### src/rtl/xoodyak_pkg.sv
// Shared Xoodyak definitions: core opmode codes, sequencer phase/state enums and
// the text/tag widths used by the op sequencer and the core wrapper.
package xoodyak_pkg;

  localparam int TEXT_W = 192;
  localparam int TAG_W  = 128;

  localparam logic [3:0] OP_IDLE    = 4'h0;
  localparam logic [3:0] OP_INIT    = 4'h1;
  localparam logic [3:0] OP_NONCE   = 4'h2;
  localparam logic [3:0] OP_ASSOC   = 4'h3;
  localparam logic [3:0] OP_CRYPT   = 4'h4;
  localparam logic [3:0] OP_DECRYPT = 4'h5;
  localparam logic [3:0] OP_SQUEEZE = 4'h6;
  localparam logic [3:0] OP_RATCHET = 4'h7;
  localparam logic [3:0] OP_CONT    = 4'h8;

  typedef enum logic [2:0] {
    ST_IDLE,
    ST_ISSUE,
    ST_WAIT,
    ST_FETCH,
    ST_DRAIN,
    ST_DONE
  } state_t;

  typedef enum logic [2:0] {
    PH_INIT,
    PH_NONCE,
    PH_ASSOC,
    PH_CRYPT,
    PH_DECRYPT,
    PH_RATCHET,
    PH_SQUEEZE
  } phase_t;

  function automatic logic [3:0] phase_code(input phase_t ph);
    logic [3:0] code;
    case (ph)
      PH_INIT:    code = OP_INIT;
      PH_NONCE:   code = OP_NONCE;
      PH_ASSOC:   code = OP_ASSOC;
      PH_CRYPT:   code = OP_CRYPT;
      PH_DECRYPT: code = OP_DECRYPT;
      PH_RATCHET: code = OP_RATCHET;
      PH_SQUEEZE: code = OP_SQUEEZE;
      default:    code = OP_IDLE;
    endcase
    return code;
  endfunction

endpackage

### src/rtl/xoodyak_op_sequencer_if.sv
// Host-side bundle of the op sequencer: command handshake, text in/out streams
// and the tag pulse. The host is the master, the sequencer the slave.
interface xoodyak_op_sequencer_if #(
  parameter int NBLK_W = 6,
  parameter int TEXT_W = xoodyak_pkg::TEXT_W,
  parameter int TAG_W  = xoodyak_pkg::TAG_W
);

  logic              cmd_valid;
  logic              cmd_ready;
  logic              cmd_decrypt;
  logic              cmd_ratchet;
  logic [NBLK_W-1:0] cmd_nblocks;
  logic              txt_in_valid;
  logic              txt_in_ready;
  logic [TEXT_W-1:0] txt_in_data;
  logic              txt_out_valid;
  logic              txt_out_ready;
  logic [TEXT_W-1:0] txt_out_data;
  logic              tag_valid;
  logic [TAG_W-1:0]  tag_data;

  modport master (
    output cmd_valid, cmd_decrypt, cmd_ratchet, cmd_nblocks,
    output txt_in_valid, txt_in_data, txt_out_ready,
    input  cmd_ready, txt_in_ready, txt_out_valid, txt_out_data,
    input  tag_valid, tag_data
  );

  modport slave (
    input  cmd_valid, cmd_decrypt, cmd_ratchet, cmd_nblocks,
    input  txt_in_valid, txt_in_data, txt_out_ready,
    output cmd_ready, txt_in_ready, txt_out_valid, txt_out_data,
    output tag_valid, tag_data
  );

endinterface

### src/rtl/xoodyak_phase_timer.sv
// Per-phase watchdog: cleared when a phase is issued, counts while waiting on
// the core, and saturates with expire high on the last allowed cycle.
module xoodyak_phase_timer #(
  parameter int TMO_CYC = 64
) (
  input  logic eph1,
  input  logic reset,
  input  logic clear,
  input  logic enable,
  output logic expire
);
  import xoodyak_pkg::*;

  localparam int CNT_W = (TMO_CYC > 2) ? $clog2(TMO_CYC) : 1;

  logic [CNT_W-1:0] count;

  always_ff @(posedge eph1) begin
    if (!reset) begin
      count <= '0;
    end else if (clear) begin
      count <= '0;
    end else if (enable && !expire) begin
      count <= count + 1'b1;
    end
  end

  assign expire = (count == CNT_W'(TMO_CYC - 1));

endmodule

### src/rtl/xoodyak_op_sequencer.sv
// Sequences one Xoodyak AEAD transaction on the core: init, nonce, assoc,
// N crypt/decrypt blocks, optional ratchet, then squeeze to produce the tag.
module xoodyak_op_sequencer #(
  parameter int NBLK_W  = 6,
  parameter int TMO_CYC = 64,
  parameter int TEXT_W  = xoodyak_pkg::TEXT_W
) (
  input  logic                  eph1,
  input  logic                  reset,
  xoodyak_op_sequencer_if.slave host,
  output logic                  busy,
  output logic                  err_timeout,
  output logic                  core_start,
  output logic [3:0]            core_opmode,
  output logic [TEXT_W-1:0]     core_textin,
  input  logic [TEXT_W-1:0]     core_textout,
  input  logic                  core_finished
);
  import xoodyak_pkg::*;

  state_t            state;
  state_t            state_nx;
  phase_t            phase;
  phase_t            after_text;
  logic [NBLK_W-1:0] blk_left;
  logic              decrypt_q;
  logic              ratchet_q;
  logic              cont_q;
  logic              tmr_expire;
  logic              accept;
  logic              text_phase;
  logic              blk_more;
  logic              drain_go;
  logic              in_take;
  logic              wait_done;

  assign accept     = (state == ST_IDLE) && host.cmd_valid;
  assign text_phase = (phase == PH_CRYPT) || (phase == PH_DECRYPT);
  assign blk_more   = (blk_left > NBLK_W'(1));
  assign drain_go   = (state == ST_DRAIN) && host.txt_out_ready;
  assign in_take    = host.txt_in_valid && host.txt_in_ready;
  assign wait_done  = (state == ST_WAIT) && core_finished;
  assign after_text = ratchet_q ? PH_RATCHET : PH_SQUEEZE;

  xoodyak_phase_timer #(.TMO_CYC(TMO_CYC)) u_timer (
    .eph1   (eph1),
    .reset  (reset),
    .clear  (state == ST_ISSUE),
    .enable (state == ST_WAIT),
    .expire (tmr_expire)
  );

  always_ff @(posedge eph1) begin
    if (!reset) begin
      state <= ST_IDLE;
    end else begin
      state <= state_nx;
    end
  end

  // The next block may be fetched in the same cycle the previous output drains.
  always_comb begin
    state_nx = state;
    case (state)
      ST_IDLE:  if (host.cmd_valid) state_nx = ST_ISSUE;
      ST_ISSUE: state_nx = ST_WAIT;
      ST_WAIT: begin
        if (core_finished) begin
          if (text_phase) begin
            state_nx = ST_DRAIN;
          end else if (phase == PH_SQUEEZE) begin
            state_nx = ST_DONE;
          end else if ((phase == PH_ASSOC) && (blk_left != '0)) begin
            state_nx = ST_FETCH;
          end else begin
            state_nx = ST_ISSUE;
          end
        end else if (tmr_expire) begin
          state_nx = ST_DONE;
        end
      end
      ST_FETCH: if (host.txt_in_valid) state_nx = ST_ISSUE;
      ST_DRAIN: begin
        if (host.txt_out_ready) begin
          if (blk_more && !host.txt_in_valid) begin
            state_nx = ST_FETCH;
          end else begin
            state_nx = ST_ISSUE;
          end
        end
      end
      ST_DONE:  state_nx = ST_IDLE;
      default:  state_nx = ST_IDLE;
    endcase
  end

  always_comb begin
    host.cmd_ready    = (state == ST_IDLE);
    busy              = (state != ST_IDLE);
    core_start        = (state == ST_ISSUE);
    host.txt_in_ready = (state == ST_FETCH) || (drain_go && blk_more);
    core_opmode       = OP_IDLE;
    if ((state == ST_ISSUE) || (state == ST_WAIT)) begin
      core_opmode = phase_code(phase) | ((cont_q && text_phase) ? OP_CONT : OP_IDLE);
    end
  end

  always_ff @(posedge eph1) begin
    if (!reset) begin
      phase              <= PH_INIT;
      blk_left           <= '0;
      decrypt_q          <= 1'b0;
      ratchet_q          <= 1'b0;
      cont_q             <= 1'b0;
      err_timeout        <= 1'b0;
      core_textin        <= '0;
      host.txt_out_valid <= 1'b0;
      host.txt_out_data  <= '0;
      host.tag_valid     <= 1'b0;
      host.tag_data      <= '0;
    end else begin
      host.tag_valid <= 1'b0;
      if (accept) begin
        phase       <= PH_INIT;
        blk_left    <= host.cmd_nblocks;
        decrypt_q   <= host.cmd_decrypt;
        ratchet_q   <= host.cmd_ratchet;
        cont_q      <= 1'b0;
        err_timeout <= 1'b0;
      end
      if (in_take) begin
        core_textin <= host.txt_in_data;
      end
      if (wait_done) begin
        if (text_phase) begin
          host.txt_out_data  <= core_textout;
          host.txt_out_valid <= 1'b1;
        end else if (phase == PH_SQUEEZE) begin
          host.tag_data  <= core_textout[TAG_W-1:0];
          host.tag_valid <= 1'b1;
        end else begin
          case (phase)
            PH_INIT:    phase <= PH_NONCE;
            PH_NONCE:   phase <= PH_ASSOC;
            PH_ASSOC:   phase <= (blk_left != '0) ? (decrypt_q ? PH_DECRYPT : PH_CRYPT)
                                                  : after_text;
            PH_RATCHET: phase <= PH_SQUEEZE;
            default:    phase <= phase;
          endcase
        end
      end else if ((state == ST_WAIT) && tmr_expire) begin
        err_timeout <= 1'b1;
      end
      // Every drained block marks later crypt blocks as continuations.
      if (drain_go) begin
        host.txt_out_valid <= 1'b0;
        cont_q             <= 1'b1;
        if (blk_left != '0) begin
          blk_left <= blk_left - 1'b1;
        end
        if (!blk_more) begin
          phase <= after_text;
        end
      end
    end
  end

endmodule

### src/flat_wrapper.sv
// flat-port wrapper written by rule: the top's interface ports become plain ports
module xoodyak_op_sequencer_flat import xoodyak_pkg::*;
#(
  parameter int NBLK_W  = 6,
  parameter int TMO_CYC = 64,
  parameter int TEXT_W  = xoodyak_pkg::TEXT_W
)
  (eph1, reset, busy, err_timeout, core_start, core_opmode, core_textin, core_textout, core_finished, host_cmd_valid, host_cmd_decrypt, host_cmd_ratchet, host_cmd_nblocks, host_txt_in_valid, host_txt_in_data, host_txt_out_ready, host_cmd_ready, host_txt_in_ready, host_txt_out_valid, host_txt_out_data, host_tag_valid, host_tag_data);
  xoodyak_op_sequencer_if #(.NBLK_W(NBLK_W), .TEXT_W(TEXT_W), .TAG_W(128)) host_i ();
  input  logic eph1;
  input  logic reset;
  output logic busy;
  output logic err_timeout;
  output logic core_start;
  output logic [3:0] core_opmode;
  output logic [TEXT_W-1:0] core_textin;
  input  logic [TEXT_W-1:0] core_textout;
  input  logic core_finished;
  input wire logic [$bits(host_i.cmd_valid)-1:0] host_cmd_valid;
  input wire logic [$bits(host_i.cmd_decrypt)-1:0] host_cmd_decrypt;
  input wire logic [$bits(host_i.cmd_ratchet)-1:0] host_cmd_ratchet;
  input wire logic [$bits(host_i.cmd_nblocks)-1:0] host_cmd_nblocks;
  input wire logic [$bits(host_i.txt_in_valid)-1:0] host_txt_in_valid;
  input wire logic [$bits(host_i.txt_in_data)-1:0] host_txt_in_data;
  input wire logic [$bits(host_i.txt_out_ready)-1:0] host_txt_out_ready;
  output wire logic [$bits(host_i.cmd_ready)-1:0] host_cmd_ready;
  output wire logic [$bits(host_i.txt_in_ready)-1:0] host_txt_in_ready;
  output wire logic [$bits(host_i.txt_out_valid)-1:0] host_txt_out_valid;
  output wire logic [$bits(host_i.txt_out_data)-1:0] host_txt_out_data;
  output wire logic [$bits(host_i.tag_valid)-1:0] host_tag_valid;
  output wire logic [$bits(host_i.tag_data)-1:0] host_tag_data;
  assign host_i.cmd_valid = host_cmd_valid;
  assign host_i.cmd_decrypt = host_cmd_decrypt;
  assign host_i.cmd_ratchet = host_cmd_ratchet;
  assign host_i.cmd_nblocks = host_cmd_nblocks;
  assign host_i.txt_in_valid = host_txt_in_valid;
  assign host_i.txt_in_data = host_txt_in_data;
  assign host_i.txt_out_ready = host_txt_out_ready;
  assign host_cmd_ready = host_i.cmd_ready;
  assign host_txt_in_ready = host_i.txt_in_ready;
  assign host_txt_out_valid = host_i.txt_out_valid;
  assign host_txt_out_data = host_i.txt_out_data;
  assign host_tag_valid = host_i.tag_valid;
  assign host_tag_data = host_i.tag_data;
  xoodyak_op_sequencer #(.NBLK_W(NBLK_W), .TMO_CYC(TMO_CYC), .TEXT_W(TEXT_W)) u_core (.eph1(eph1), .reset(reset), .host(host_i), .busy(busy), .err_timeout(err_timeout), .core_start(core_start), .core_opmode(core_opmode), .core_textin(core_textin), .core_textout(core_textout), .core_finished(core_finished));
endmodule
### config.mk
export PLATFORM = sky130hd
export DESIGN_NAME = xoodyak_op_sequencer_flat
export DESIGN_NICKNAME = d
export VERILOG_FILES = /design/src/rtl/xoodyak_pkg.sv /design/src/rtl/xoodyak_op_sequencer_if.sv /design/src/rtl/xoodyak_phase_timer.sv /design/src/rtl/xoodyak_op_sequencer.sv /design/src/flat_wrapper.sv
export SDC_FILE = /design/constraint.sdc
export NUM_CORES = 1
export LEC_CHECK = 0
export CAP_MARGIN = 30
export CORE_AREA = 2 2 363 365
export DETAILED_ROUTE_END_ITERATION = 10
export DIE_AREA = 0 0 365 367
export MAX_ROUTING_LAYER = met4
export SYNTH_ARGS = -nofsm -noshare
export SYNTH_HDL_FRONTEND = slang
export SYNTH_SLANG_ARGS = --single-unit
export TNS_END_PERCENT = 20
### constraint.sdc
create_clock -name eph1 -period 3.5 [get_ports eph1]
set_input_delay 0.875 -clock eph1 [delete_from_list [all_inputs] [get_ports eph1]]
set_output_delay 0.875 -clock eph1 [all_outputs]
set_load 0.05 [all_outputs]
==> flow_summary.toml <==
[clocking]
cts_num_sinks = 536
ctsHoldBuffers = 0
clk_latency_ns = 0.65
cts_buffer_depth = 3
clk_transition_reported_paths_ns = 0.06
cts_buffers = 60
cts_tree = "yes"
cts_root_buf = "clkbuf_16"
ctsHtreeMaxLevel = 2

[critical_path]
cp_max_fo = 17
start_kind = "register"
end_kind = "primary output"
r2r.worst_path.cells = 6
cp.required_ns = 2.62
worst_ep_arrival_time_ns = 2.48
crit_type = "reg2out"

[route]
wl_per_cell_um = 16.34
antenna_left = 0
drt_wl_total_um = 83150
via_per_inst = 3.814
drc = 0
num_vias = 19410
dr.pass1.iters = 5
drtIter0Drc = 943

[global_route]
grt_overflow = 0
grt_first_pass_wirelength_um = 119600
antenna_found_initial = 14
grt_usage_pct = 12.08
grt_use_met3_pct = 3.318
grt-busiest-layer = "met2"
grt_max_degree = 148
grt_pass1_vias = 18990
met2_usage_pct = 19.75
gr-usage-met1_pct = 14.30

[synth]
synth_most_common_cell = "nand2_1"
seq_area_frac_synth_pct = 53.47
synth_warnings = 0
synth.avg_cell_area_um2 = 8.289
synthFlopType = "dfxtp_1"
netlist_top_cells_count = "nand2_1, dfxtp_1, a21oi_1, mux2i_1, clkbuf_1"
synth_enable_flop_cells = 0
syn_area_um2 = 20070
synthCells = 2421
ys_async_sr_fraction_pct = 0
synth.distinct_cells = 57
synth.area.top_cells = "dfxtp_1, nand2_1, mux2i_1"
synth_nets = 2827
ys_ff_latch = 536
synth_top_area_cell = "dfxtp_1"
synth_top_area_share_pct = 53.47

[floorplanning]
die_w_um = 365
dieHeight_um = 367
core_area_um2 = 130500
dieArea_um2 = 134000
num_rows = 133
start_util_pct = 15.38
top_level_ports = 921

[finish]
multi_input_area_um2 = 8482
post-route-util_pct = 25.52
fin_area_um2 = 33300
register_area_um2 = 10730
nets = 3683
num-fill-cells = 14140
stdcell_count = 5090
drive_gt1_share_pct = 5.262
syn_to_final_growth_pct = 65.95

[power]
p_leak_nw = 10.93
finalPower_mw = 15.61
power.density_nw_per_um2 = 468.9
ir_worst_vdd_uv = 335.0

[sta]
max_freq_mhz = 298.3
finalSetupTns_ns = 0
hold_viol_final = 0
finalCritPeriodShare_pct = 95.78
clock_skew_ns = 0.02424
rsz0062_at_grt = "false"
fin_crit_ns = 3.352
fin_ws_ns = 0.1479
hold_slack_ns = 0.4514
finalMaxSlewViolations = 0
max-slew-margin-rel_pct = 48.65
setup_viol = 0
tightest_slew_ns = 0.7702

[placed_design]
placedInstanceArea_um2 = 31330
dp_hpwl_um = 60990
placed_cells = 4970
dp_slack_ns = 0.4701
gp_congestion = 0.8525
port_buffers = 920

[hold_path]
min_path_type = "reg2reg"
hold_depth = 2

[run]
cap_violations = 0

[status]
status = "complete, no violations"
-- path summary, 6_finish.rpt --
kind | startpoint | endpoint | slack, ns
max reg2reg | u_core.state[2] | u_core.core_textin[4] | 1.08
max | u_core.state[2] | busy | 0.15
min | u_core.host.txt_out_data[50] | u_core.host.txt_out_data[50] | 0.45
min reg2reg | u_core.host.txt_out_data[50] | u_core.host.txt_out_data[50] | 0.45
-- repair_timing --
action                                  4_1_cts  5_1_grt
endpoints found under the setup margin        1        2
setup buffers                                 0        0
gates resized for setup                       1        3
-- sequential cells by signal, summed over array words and instances, names as in the netlist --
signal,flops
u_core.host.txt_out_valid,1
u_core.err_timeout,1
u_core.blk_left,6
u_core.u_timer.count,6
u_core.state,3
u_core.core_textin,192
u_core.host.tag_valid,1
u_core.host.tag_data,128
u_core.host.txt_out_data,192
u_core.ratchet_q,1
u_core.decrypt_q,1
u_core.phase,3
u_core.cont_q,1
-- where the power goes --
| part | internal [mW] | switching (mW) |
|---|---|---|
| Clock | 3.66 | 2.68 |
| Combinational | 1.19 | 1.62 |
| Sequential | 6.30 | 0.171 |
| Total | 11.1 | 4.47 |
-- layout make-up --
cell class,count,area share (%)
diodes,9,0.06763
clock buffers,92,5.268
clock inverters,19,0.5824
inverters,11,0.1465
multi-input cells,1692,25.47
flip-flops and latches,536,32.23
well taps,1755,6.594
repair buffers,976,29.64
-- metal layers --
layer / part of all wire [%] / up-vias / wire (um)
li1: - / 9578 / -
met1: 42 / 9025 / 35120
met2: 47 / 681 / 39040
met3: 7.9 / 127 / 6554
met4: 2.9 / 0 / 2432
met5: 0 / - / 0
-- critical path: stages (launching register included) --
cell and delay [ns]:
dfxtp_1 0.68, nor3_1 0.12, buf_4 0.19, inv_1 0.05
clkdlybuf4s50_1 0.79
-- cell families after synthesis --
| logic type | after synthesis | share of synthesized area (%) |
|---|---|---|
| AO/OA/AOI/OAI | 376 | 10.07 |
| multiplexers | 196 | 9.795 |
| buffers and inverters | 193 | 4.508 |
| adder cells (fa/ha/maj) | 8 | 0.4988 |
| XOR/XNOR | 5 | 0.2182 |
| AND/OR/NAND/NOR | 1107 | 21.44 |
| flip-flops | 536 | 53.47 |
-- cells in the final DEF (no fill, tap or decap), types with 11 or more instances in the layout --
master	n
clkinv_2	11
a21oi_1	330
clkdlybuf4s50_1	913
clkbuf_1	21
clkbuf_16	62
buf_4	41
nand2_1	1044
dfxtp_1	534
nor2_1	19
buf_12	20
mux2i_1	193
Power figures use the tool's default switching activity.
